**config.mk**
```make
export PLATFORM = sky130hd
export DESIGN_NAME = operand_entry_adder_flat
export DESIGN_NICKNAME = d
export VERILOG_FILES = /design/src/rtl/operand_entry_adder_if.sv /design/src/rtl/operand_entry_adder.sv /design/src/flat_wrapper.sv
export SDC_FILE = /design/constraint.sdc
export NUM_CORES = 1
export LEC_CHECK = 0
export ABC_AREA = 0
export BUFFER_PORTS_ARGS = -buffer_cell sky130_fd_sc_hd__buf_2
export CAP_MARGIN = 20
export CORE_UTILIZATION = 34
export CTS_CLUSTER_SIZE = 16
export DETAILED_ROUTE_END_ITERATION = 6
export PLACE_DENSITY = 0.59
export SLEW_MARGIN = 20
export SYNTH_ARGS = -nofsm -noshare
export SYNTH_HDL_FRONTEND = slang
export SYNTH_SLANG_ARGS = --single-unit
```
**constraint.sdc**
```tcl
create_clock -name clk -period 5.6 [get_ports clk]
set_clock_uncertainty 0.1 [all_clocks]
set_input_delay 0.84 -clock clk [delete_from_list [all_inputs] [get_ports clk]]
set_output_delay 0.84 -clock clk [all_outputs]
set_load 0.02 [all_outputs]
```
**src/rtl/operand_entry_adder_if.sv**
```systemverilog
// ---------------------------------------------------------------------------
// operand_entry_adder_if
//   Keypad-to-adder bus. Bundles the decoded key strobe and the display-side
//   results of operand_entry_adder so the block can be dropped between the
//   keypad decoder and the display multiplexer with a single connection.
//
//   Signals
//     key_valid    : high while a decoded key is present (sync to clk)
//     key_code     : 0x0-0x9 digit, 0xA ADD, 0xB EQUALS, 0xC CLEAR, 0xD-0xF unused
//     sum_result   : binary value to display (operand being entered, or sum)
//     result_valid : high while sum_result holds a completed sum
//     entry_state  : 00 ENTRY_A, 01 ENTRY_B, 10 SHOW_SUM
//
//   Modports
//     master : keypad / display side (drives keys, observes results)
//     slave  : the adder itself
// ---------------------------------------------------------------------------
interface operand_entry_adder_if;
  logic        key_valid;
  logic [3:0]  key_code;
  logic [13:0] sum_result;
  logic        result_valid;
  logic [1:0]  entry_state;

  modport master (
    output key_valid,
    output key_code,
    input  sum_result,
    input  result_valid,
    input  entry_state
  );

  modport slave (
    input  key_valid,
    input  key_code,
    output sum_result,
    output result_valid,
    output entry_state
  );
endinterface

```
**src/rtl/operand_entry_adder.sv**
```systemverilog
// ---------------------------------------------------------------------------
// operand_entry_adder
//   Two-operand decimal entry calculator. Digits build operand A, ADD moves
//   to operand B, EQUALS shows A+B. Each operand holds at most three digits
//   (0-999). Keys are accepted once per rising edge of key_valid.
//
//   Ports
//     clk   : system clock, rising-edge active
//     reset : asynchronous, active-high; returns to ENTRY_A with all data 0
//     bus   : operand_entry_adder_if.slave
//             key_valid/key_code in, sum_result/result_valid/entry_state out
//
//   All outputs are decoded from registers only; an accepted key is visible
//   on the outputs from the cycle after the edge that accepts it.
// ---------------------------------------------------------------------------
module operand_entry_adder (
  input  logic                  clk,
  input  logic                  reset,
  operand_entry_adder_if.slave  bus
);

  localparam logic [1:0] ENTRY_A  = 2'b00;
  localparam logic [1:0] ENTRY_B  = 2'b01;
  localparam logic [1:0] SHOW_SUM = 2'b10;

  localparam logic [3:0] KEY_ADD    = 4'hA;
  localparam logic [3:0] KEY_EQUALS = 4'hB;
  localparam logic [3:0] KEY_CLEAR  = 4'hC;

  localparam logic [1:0] MAX_DIGITS = 2'd3;

  // State registers
  logic [1:0]  state;
  logic [9:0]  operand_a;
  logic [9:0]  operand_b;
  logic [1:0]  digit_count;
  logic [13:0] sum_reg;
  logic        key_prev;

  // Next-state values
  logic [1:0]  state_nxt;
  logic [9:0]  operand_a_nxt;
  logic [9:0]  operand_b_nxt;
  logic [1:0]  digit_count_nxt;
  logic [13:0] sum_reg_nxt;

  // Decode helpers
  logic        key_accept;
  logic        is_digit;
  logic        in_entry;
  logic [9:0]  active_operand;
  logic [9:0]  shifted_operand;

  // A key counts only on the cycle key_valid rises; key_prev resets to 0 so
  // a key already held when reset releases is taken at the first edge.
  assign key_accept = bus.key_valid & ~key_prev;
  assign is_digit   = (bus.key_code <= 4'd9);
  assign in_entry   = (state == ENTRY_A) || (state == ENTRY_B);

  assign active_operand = (state == ENTRY_B) ? operand_b : operand_a;

  // operand*10 + digit; digit_count < 3 bounds the result to 999, so the
  // 10-bit arithmetic never wraps when it is actually used.
  assign shifted_operand = (active_operand * 10'd10) + {6'd0, bus.key_code};

  always_comb begin
    state_nxt       = state;
    operand_a_nxt   = operand_a;
    operand_b_nxt   = operand_b;
    digit_count_nxt = digit_count;
    sum_reg_nxt     = sum_reg;

    if (key_accept) begin
      if (is_digit) begin
        if (state == SHOW_SUM) begin
          // A digit after a result begins a fresh calculation with it.
          state_nxt       = ENTRY_A;
          operand_a_nxt   = {6'd0, bus.key_code};
          operand_b_nxt   = '0;
          digit_count_nxt = 2'd1;
          sum_reg_nxt     = '0;
        end else if (in_entry && (digit_count != MAX_DIGITS)) begin
          if (state == ENTRY_A) begin
            operand_a_nxt = shifted_operand;
          end else begin
            operand_b_nxt = shifted_operand;
          end
          digit_count_nxt = digit_count + 2'd1;
        end
      end else begin
        case (bus.key_code)
          KEY_ADD: begin
            if (state == ENTRY_A) begin
              state_nxt       = ENTRY_B;
              operand_b_nxt   = '0;
              digit_count_nxt = '0;
            end
          end
          KEY_EQUALS: begin
            if (state == ENTRY_B) begin
              state_nxt   = SHOW_SUM;
              sum_reg_nxt = {4'd0, operand_a} + {4'd0, operand_b};
            end
          end
          KEY_CLEAR: begin
            state_nxt       = ENTRY_A;
            operand_a_nxt   = '0;
            operand_b_nxt   = '0;
            digit_count_nxt = '0;
            sum_reg_nxt     = '0;
          end
          default: begin
            // 0xD-0xF: no effect
          end
        endcase
      end
    end
  end

  always_ff @(posedge clk or posedge reset) begin
    if (reset) begin
      state       <= ENTRY_A;
      operand_a   <= '0;
      operand_b   <= '0;
      digit_count <= '0;
      sum_reg     <= '0;
      key_prev    <= 1'b0;
    end else begin
      state       <= state_nxt;
      operand_a   <= operand_a_nxt;
      operand_b   <= operand_b_nxt;
      digit_count <= digit_count_nxt;
      sum_reg     <= sum_reg_nxt;
      key_prev    <= bus.key_valid;
    end
  end

  // Display selection from registered values only.
  always_comb begin
    case (state)
      ENTRY_A:  bus.sum_result = {4'd0, operand_a};
      ENTRY_B:  bus.sum_result = {4'd0, operand_b};
      SHOW_SUM: bus.sum_result = sum_reg;
      default:  bus.sum_result = '0;
    endcase
  end

  assign bus.result_valid = (state == SHOW_SUM);
  assign bus.entry_state  = state;

endmodule

```
**src/flat_wrapper.sv**
```systemverilog
// flat-port wrapper written by rule: the top's interface ports become plain ports
module operand_entry_adder_flat 
  (clk, reset, bus_key_valid, bus_key_code, bus_sum_result, bus_result_valid, bus_entry_state);
  operand_entry_adder_if bus_i ();
  input  logic clk;
  input  logic reset;
  input wire logic [$bits(bus_i.key_valid)-1:0] bus_key_valid;
  input wire logic [$bits(bus_i.key_code)-1:0] bus_key_code;
  output wire logic [$bits(bus_i.sum_result)-1:0] bus_sum_result;
  output wire logic [$bits(bus_i.result_valid)-1:0] bus_result_valid;
  output wire logic [$bits(bus_i.entry_state)-1:0] bus_entry_state;
  assign bus_i.key_valid = bus_key_valid;
  assign bus_i.key_code = bus_key_code;
  assign bus_sum_result = bus_i.sum_result;
  assign bus_result_valid = bus_i.result_valid;
  assign bus_entry_state = bus_i.entry_state;
  operand_entry_adder u_core (.clk(clk), .reset(reset), .bus(bus_i));
endmodule
```
==> results of run 1 <==
report_power, final:
| group | total (mW) | switching [mW] | internal [mW] | leakage, nW |
|---|---|---|---|---|
| Clock | 0.177 | 0.0926 | 0.0846 | 0.0410 |
| Sequential | 0.438 | 0.0983 | 0.339 | 0.476 |
| Combinational | 1.08 | 0.603 | 0.477 | 0.951 |
worst min-delay path by stage:
stage / start / end / slack, ns / depth (start not counted)
after CTS: u_core.sum_reg[3]$_DFFE_PP0P_ / u_core.sum_reg[3]$_DFFE_PP0P_ / 0.39 / 2
after global routing: u_core.sum_reg[6]$_DFFE_PP0P_ / u_core.sum_reg[6]$_DFFE_PP0P_ / 0.44 / 2
after detailed placement: u_core.sum_reg[3]$_DFFE_PP0P_ / u_core.sum_reg[3]$_DFFE_PP0P_ / 0.37 / 2
after global placement: u_core.sum_reg[4]$_DFFE_PP0P_ / u_core.sum_reg[4]$_DFFE_PP0P_ / 0.36 / 2
after floorplan: u_core.sum_reg[2]$_DFFE_PP0P_ / u_core.sum_reg[2]$_DFFE_PP0P_ / 0.35 / 2
final: u_core.sum_reg[3]$_DFFE_PP0P_ / u_core.sum_reg[3]$_DFFE_PP0P_ / 0.38 / 2
cells in the final DEF (no fill, tap or decap), types with 4 or more instances in the layout:
cell and count:
clkbuf_8 5, inv_1 5, dfrtp_1 36, xor2_1 8
a21oi_1 13, ha_1 25, buf_2 20, o22ai_1 4
o21a_1 4, xnor2_1 7, o31ai_1 9, mux2i_1 13
a21o_1 6, o21ai_0 22, mux2_2 12, nand2_1 48
nor2_1 15
per-layer routing:
| layer | up-vias | part of all wire | track usage |
|---|---|---|---|
| met5 | - | 0 | 0 |
| met3 | 5 | 0.030 | 0.0255 |
| met1 | 1041 | 0.50 | 0.228 |
| li1 | 1109 | - | - |
| met4 | 0 | 0.011 | 0.0449 |
| met2 | 41 | 0.45 | 0.270 |
layout make-up:
type | count | share of cell area
Clock buffer | 6 | 0.0239
Clock inverter | 1 | 0.00165
Inverter | 6 | 0.00741
Multi-Input combinational cell | 244 | 0.591
Sequential cell | 36 | 0.297
Tap cell | 102 | 0.0420
Timing Repair Buffer | 22 | 0.0379
cell usage after synthesis (5+ instances only):
master	count
a21o_1	6
a21oi_1	13
clkbuf_1	6
dfrtp_1	36
ha_1	25
inv_1	5
mux2_2	12
mux2i_1	13
nand2_1	48
nor2_1	15
o21ai_0	22
o31ai_1	9
xnor2_1	7
xor2_1	8
critical path: stages (launching register included):
cell      delay (ns)
dfrtp_1         0.71
nand2b_4        0.34
mux2_2          0.40
ha_1            0.28
ha_1            0.23
fa_1            0.42
xor2_1          0.30
nand4_1         0.20
nor4b_2         0.34
xor2_1          0.20
xnor2_1         0.12
o31ai_2         0.22
cells by family after synthesis:
| logic type | after synthesis |
|---|---|
| adders and majority gates | 28 |
| DFF | 36 |
| buffers and inverters | 22 |
| and+or+nand+nor | 88 |
| xor gates and xnor gates | 16 |
| muxes | 26 |
| AOI/OAI and AO/OA | 83 |
| other | 1 |
metrics by stage:
stage / setup slack, ns / cell area, µm² / util
finish: 1.63 / 3040 / 0.387
global route: 1.37 / 3040 / 0.387
detailed placement: 1.68 / 2960 / 0.377
floorplan: 2.07 / 2810 / -
CTS: 1.66 / 3040 / 0.387
global placement: 1.77 / 2960 / 0.377
==> results by group, run 1 <==
Run status
  • Status: completed

STA
  • Finish-stage setup viols: 0
  • Actual slew at the worst max-slew pin: 0.994 ns
  • Max Fclk: 252 MHz
  • Slew Limit Fails: 0
  • Slew headroom: 0.334
  • Fin crit period: 3.97 ns
  • Final Hold Fails: 0
  • Post-Route Setup TNS: 0 ns
  • Hold_ws: 0.384 ns
  • RSZ-0062 raised after global routing: false
  • Ratio of final minimum period to clock period: 0.708

Die
  • Die area: 8610 µm²
  • Die X-Extent: 92.8 µm
  • Die height: 92.8 µm
  • Core box area: 7850 µm²
  • IO Count: 24
  • Initial Utilization: 0.357
  • Row cnt: 32

Pwr
  • Worst VDD drop: 0.000144 V
  • Pwr per Cell Area: 558 nW/µm²
  • Leakage: 1.47 nW
  • Overall Power: 1.69 mW

Yosys
  • Synth area leaders: dfrtp_1 (32%), ha_1 (11%), nand2_1 (6.4%)
  • Predominant post-synthesis flop cell: dfrtp_1
  • Mapped Cells: 300
  • Post-Synthesis Cell Area: 2800 µm²
  • Post-synthesis compound-gate area fraction: 0.195
  • Main combinational cell family by area after synthesis: compound AO/OA/AOI/OAI gates
  • Seq cells post-synth: 36
  • Avg Cell Area, Syn: 9.35 µm²
  • Post-Synth Simple-Gate Area: 0.153
  • Ys Warns: 0
  • Post-Synth Adder-Cell Area: 0.133
  • Number of library cell types mapped by synthesis: 55
  • Mux cell area share after synthesis: 0.100
  • Fraction of registers with async set/reset: 1.00
  • Xor-xnor portion of the synthesized cell area: 0.0549
  • Share of the synthesized area in the top cell type: 0.321
  • Largest area contributor in the netlist: dfrtp_1
  • Number of synthesized flops with an enable pin: 0
  • Seq/Total Area, Yosys: 0.321

Cells and area
  • Antenna diodes: 0
  • Layout cell share with drive strength beyond 1: 0.159
  • Register area: 901 µm²
  • Area Overhead vs Synth: 8.34%
  • Nets: 350
  • Cell Count, Final, Fillers Out: 417
  • Largest register FFs: 11
  • Multi-input logic area: 1790 µm²
  • Fill cells: 801

Drt
  • 1st-pass router iterations: 4
  • Total Wirelength: 6350 µm
  • Initial DRC count: 87
  • Routed vias: 2196
  • DR WL/cell: 15.2 µm
  • DRC viols: 0
  • Routed Antenna Nets: 0
  • DR vias/cell: 5.27

GRT
  • Total GRT Usage: 0.166
  • Largest net degree at the start of global routing: 37
  • Vias in the first global route: 2251
  • Grt ovf: 0
  • Initial antenna violation count: 0
  • First-pass GRT wire length: 11200 µm

Worst setup path
  • Req. time, crit path: 5.70 ns
  • Crit path from: u_core.bus.entry_state[1]$_DFFE_PP0P_
  • CP endpoint: u_core.operand_a[9]$_DFFE_PP0P_
  • CP Max Fanout: 20
  • Worst reg2reg setup slack: 1.63 ns
  • Setup crit end kind: flop
  • Worst flop-to-flop path endpoint: u_core.operand_a[9]$_DFFE_PP0P_
  • WP data arrival: 4.06 ns
  • Worst r2r src: u_core.bus.entry_state[1]$_DFFE_PP0P_
  • R2R depth: 11
  • CP startpoint kind: flop
  • Setup Crit Path Kind: flop to flop

Clocking
  • CTS tree: yes
  • Cts hold-fix bufs: 0
  • Post-CTS resize count: 0
  • H-Tree Depth: 2
  • CTS max path bufs: 2
  • CTS root buf: clkbuf_8
  • Clk_lat worst skew: 0.29 ns
  • Postcts setup bufs: 0
  • Inserted Clock Buffers: 5
  • CTS sink count: 36
  • Worst-path clk slew: 0.07 ns

Hold path
  • Hold Path Class: flop to flop

Placed design
  • Routability Congestion: 0.776
  • Placed insts: 410
  • Port bufs: 20
  • DP HPWL: 4830 µm

Run
  • Max Cap Viol: 0
No activity file was read; power rests on OpenSTA's default activity.
==> run 2: changes to the inputs <==
Settings changed: ABC_AREA 0 to 1.
Clock period 5.6 ns to 3.9 ns, I/O delays scaled along.
==> results by group, run 2 <==
Cells and area
  • Antenna diodes: 0
  • Multi-input logic area: 1710 µm²
  • Fill cells: 863
  • Nets: 434
  • Layout cell share with drive strength beyond 1: 0.163
  • Most frequent cells in the layout: nand2_1 (89), inv_1 (40), dfrtp_1 (36)
  • Cell Count, Final, Fillers Out: 504
  • Area Overhead vs Synth: 9.42%
  • Most common cell after layout, fill and taps aside: nand2_1
  • Largest register FFs: 11
  • Util after Layout: 0.384
  • Register area: 901 µm²

Clocking
  • CTS sink count: 36
  • Post-CTS resize count: 0
  • Inserted Clock Buffers: 5
  • H-Tree Depth: 2
  • CTS tree: yes
  • Clk_lat worst skew: 0.29 ns
  • CTS max path bufs: 2
  • CTS root buf: clkbuf_8
  • Cts hold-fix bufs: 0
  • Worst-path clk slew: 0.08 ns
  • Postcts setup bufs: 0

Worst setup path
  • CP Max Fanout: 16
  • Req. time, crit path: 3.94 ns
  • Setup Crit Path Kind: flop to flop
  • WP data arrival: 3.47 ns
  • CP startpoint kind: flop
  • Setup crit end kind: flop

Die
  • Die X-Extent: 93.9 µm
  • Initial Utilization: 0.351
  • Row cnt: 33
  • Core box area: 8180 µm²
  • IO Count: 24
  • Die height: 93.9 µm
  • Die area: 8810 µm²

STA
  • Fin crit period: 3.43 ns
  • Slew Limit Fails: 0
  • Max Fclk: 291 MHz
  • Final Hold Fails: 0
  • Slew headroom: 0.510
  • Post-Route Setup TNS: 0 ns
  • Finish-stage setup viols: 0
  • Actual slew at the worst max-slew pin: 0.734 ns
  • Ratio of final minimum period to clock period: 0.880
  • RSZ-0062 raised after global routing: false

GRT
  • First-pass GRT wire length: 12200 µm
  • Initial antenna violation count: 0
  • Total GRT Usage: 0.182
  • Largest net degree at the start of global routing: 37
  • Grt ovf: 0
  • Vias in the first global route: 2402

Hold path
  • Hold Path Class: primary input to asynchronous set/reset pin

Drt
  • DR vias/cell: 5.11
  • Routed vias: 2576
  • DRC viols: 0
  • Routed Antenna Nets: 0
  • Initial DRC count: 185
  • 1st-pass router iterations: 7
  • Total Wirelength: 7520 µm
  • DR WL/cell: 14.9 µm

Run status
  • Status: completed

Run
  • Max Cap Viol: 0

Yosys
  • Seq cells post-synth: 36
  • Largest area contributor in the netlist: dfrtp_1
  • Share of the synthesized area in the top cell type: 0.314
  • Avg Cell Area, Syn: 7.59 µm²
  • Number of library cell types mapped by synthesis: 40
  • Post-Synthesis Cell Area: 2870 µm²
  • Seq/Total Area, Yosys: 0.314
  • Synth area leaders: dfrtp_1 (31%), nand2_1 (12%), ha_1 (11%)
  • Count leader, synth: nand2_1
  • Post-synth top cells: nand2_1 (89), inv_1 (40), dfrtp_1 (36)
  • Fraction of registers with async set/reset: 1.00
  • Predominant post-synthesis flop cell: dfrtp_1
  • Mapped Cells: 378
  • Number of synthesized flops with an enable pin: 0
  • Ys Warns: 0

Placed design
  • Port bufs: 20
  • Placed insts: 497
  • Routability Congestion: 0.896
  • DP HPWL: 5890 µm

Pwr
  • Leakage: 1.53 nW
  • Worst VDD drop: 0.000230 V
  • Pwr per Cell Area: 802 nW/µm²
[run 2: changes by cell type in the layout (fill, tap and decap cells not counted), sizes merged, moves of 6 or more]
cell	change
mux2i	-13
inv	+43
nor2	+12
xor2	-6
o31ai	-10
nand2	+47
mux2	-13
o21ai	+17
o221ai	+6
nand3	+29
[run 2: worst max-delay path: stages, from the launching register on]
cell and delay (ns):
dfrtp_1 0.42, inv_2 0.13, nand2_1 0.13, inv_1 0.37, nand2_1 0.12, o21ai_0 0.22, ha_1 0.33, ha_1 0.24
fa_1 0.55, inv_1 0.06, nor2_1 0.10, inv_1 0.06, nor2_1 0.15, nand3_1 0.13, nand4_1 0.10, o21ai_0 0.08
[run 2: cell type report]
type                            count  area share
Timing Repair Buffer               21      0.0343
Multi-Input combinational cell    286       0.544
Sequential cell                    36       0.287
Clock buffer                        7      0.0307
Tap cell                          105      0.0418
Inverter                           49      0.0618
[run 2: stage by stage]
| stage | total power, mW | setup slack (ns) | hold WS (ns) | instance area (µm²) |
|---|---|---|---|---|
| 6_report | 2.52 | 0.468 | 0.290 | 3140 |
| 3_5_place_dp | 2.21 | 0.489 | 0.400 | 3040 |
| 4_1_cts | 2.52 | 0.477 | 0.303 | 3140 |
| 3_3_place_gp | 2.20 | 0.577 | 0.395 | 3040 |
| 2_1_floorplan | 1.85 | 0.609 | 0.355 | 2880 |
| 5_1_grt | 2.78 | 0.0758 | 0.301 | 3140 |
[run 2: per-layer routing]
| metal | GRT usage | part of all wire |
|---|---|---|
| met1 | 0.246 | 0.48 |
| met2 | 0.299 | 0.48 |
| met3 | 0.0259 | 0.035 |
| met4 | 0.0564 | 0.0090 |
| met5 | 0 | 0 |
[run 2: path summary, 6_finish.rpt]
check / start / end / slack, ns / cells past startpoint
max: u_core.bus.entry_state[1]$_DFFE_PP0P_ / u_core.operand_a[8]$_DFFE_PP0P_ / 0.47 / 15
min: reset / u_core.sum_reg[10]$_DFFE_PP0P_ / 0.29 / 3
max reg2reg: u_core.bus.entry_state[1]$_DFFE_PP0P_ / u_core.operand_a[8]$_DFFE_PP0P_ / 0.47 / 15
min reg2reg: u_core.sum_reg[2]$_DFFE_PP0P_ / u_core.sum_reg[2]$_DFFE_PP0P_ / 0.42 / 2
max in group asynchronous: reset / u_core.operand_b[9]$_DFFE_PP0P_ / 3.08 / 3
min in group clk: bus_key_valid / u_core.key_prev$_DFF_PP0_ / 0.31 / 1
[run 2: cells by family after synthesis]
logic type,synth area share
AO/OA/AOI/OAI,0.178
XOR/XNOR,0.0183
adder cells (fa/ha/maj),0.130
buffers and inverters,0.0929
flip-flops,0.314
other,0.00131
AND/OR/NAND/NOR,0.266
[run 2: where the power goes]
part	internal, mW	switching [mW]
clock	0.158	0.138
combinational	0.589	1.03
sequential	0.492	0.112
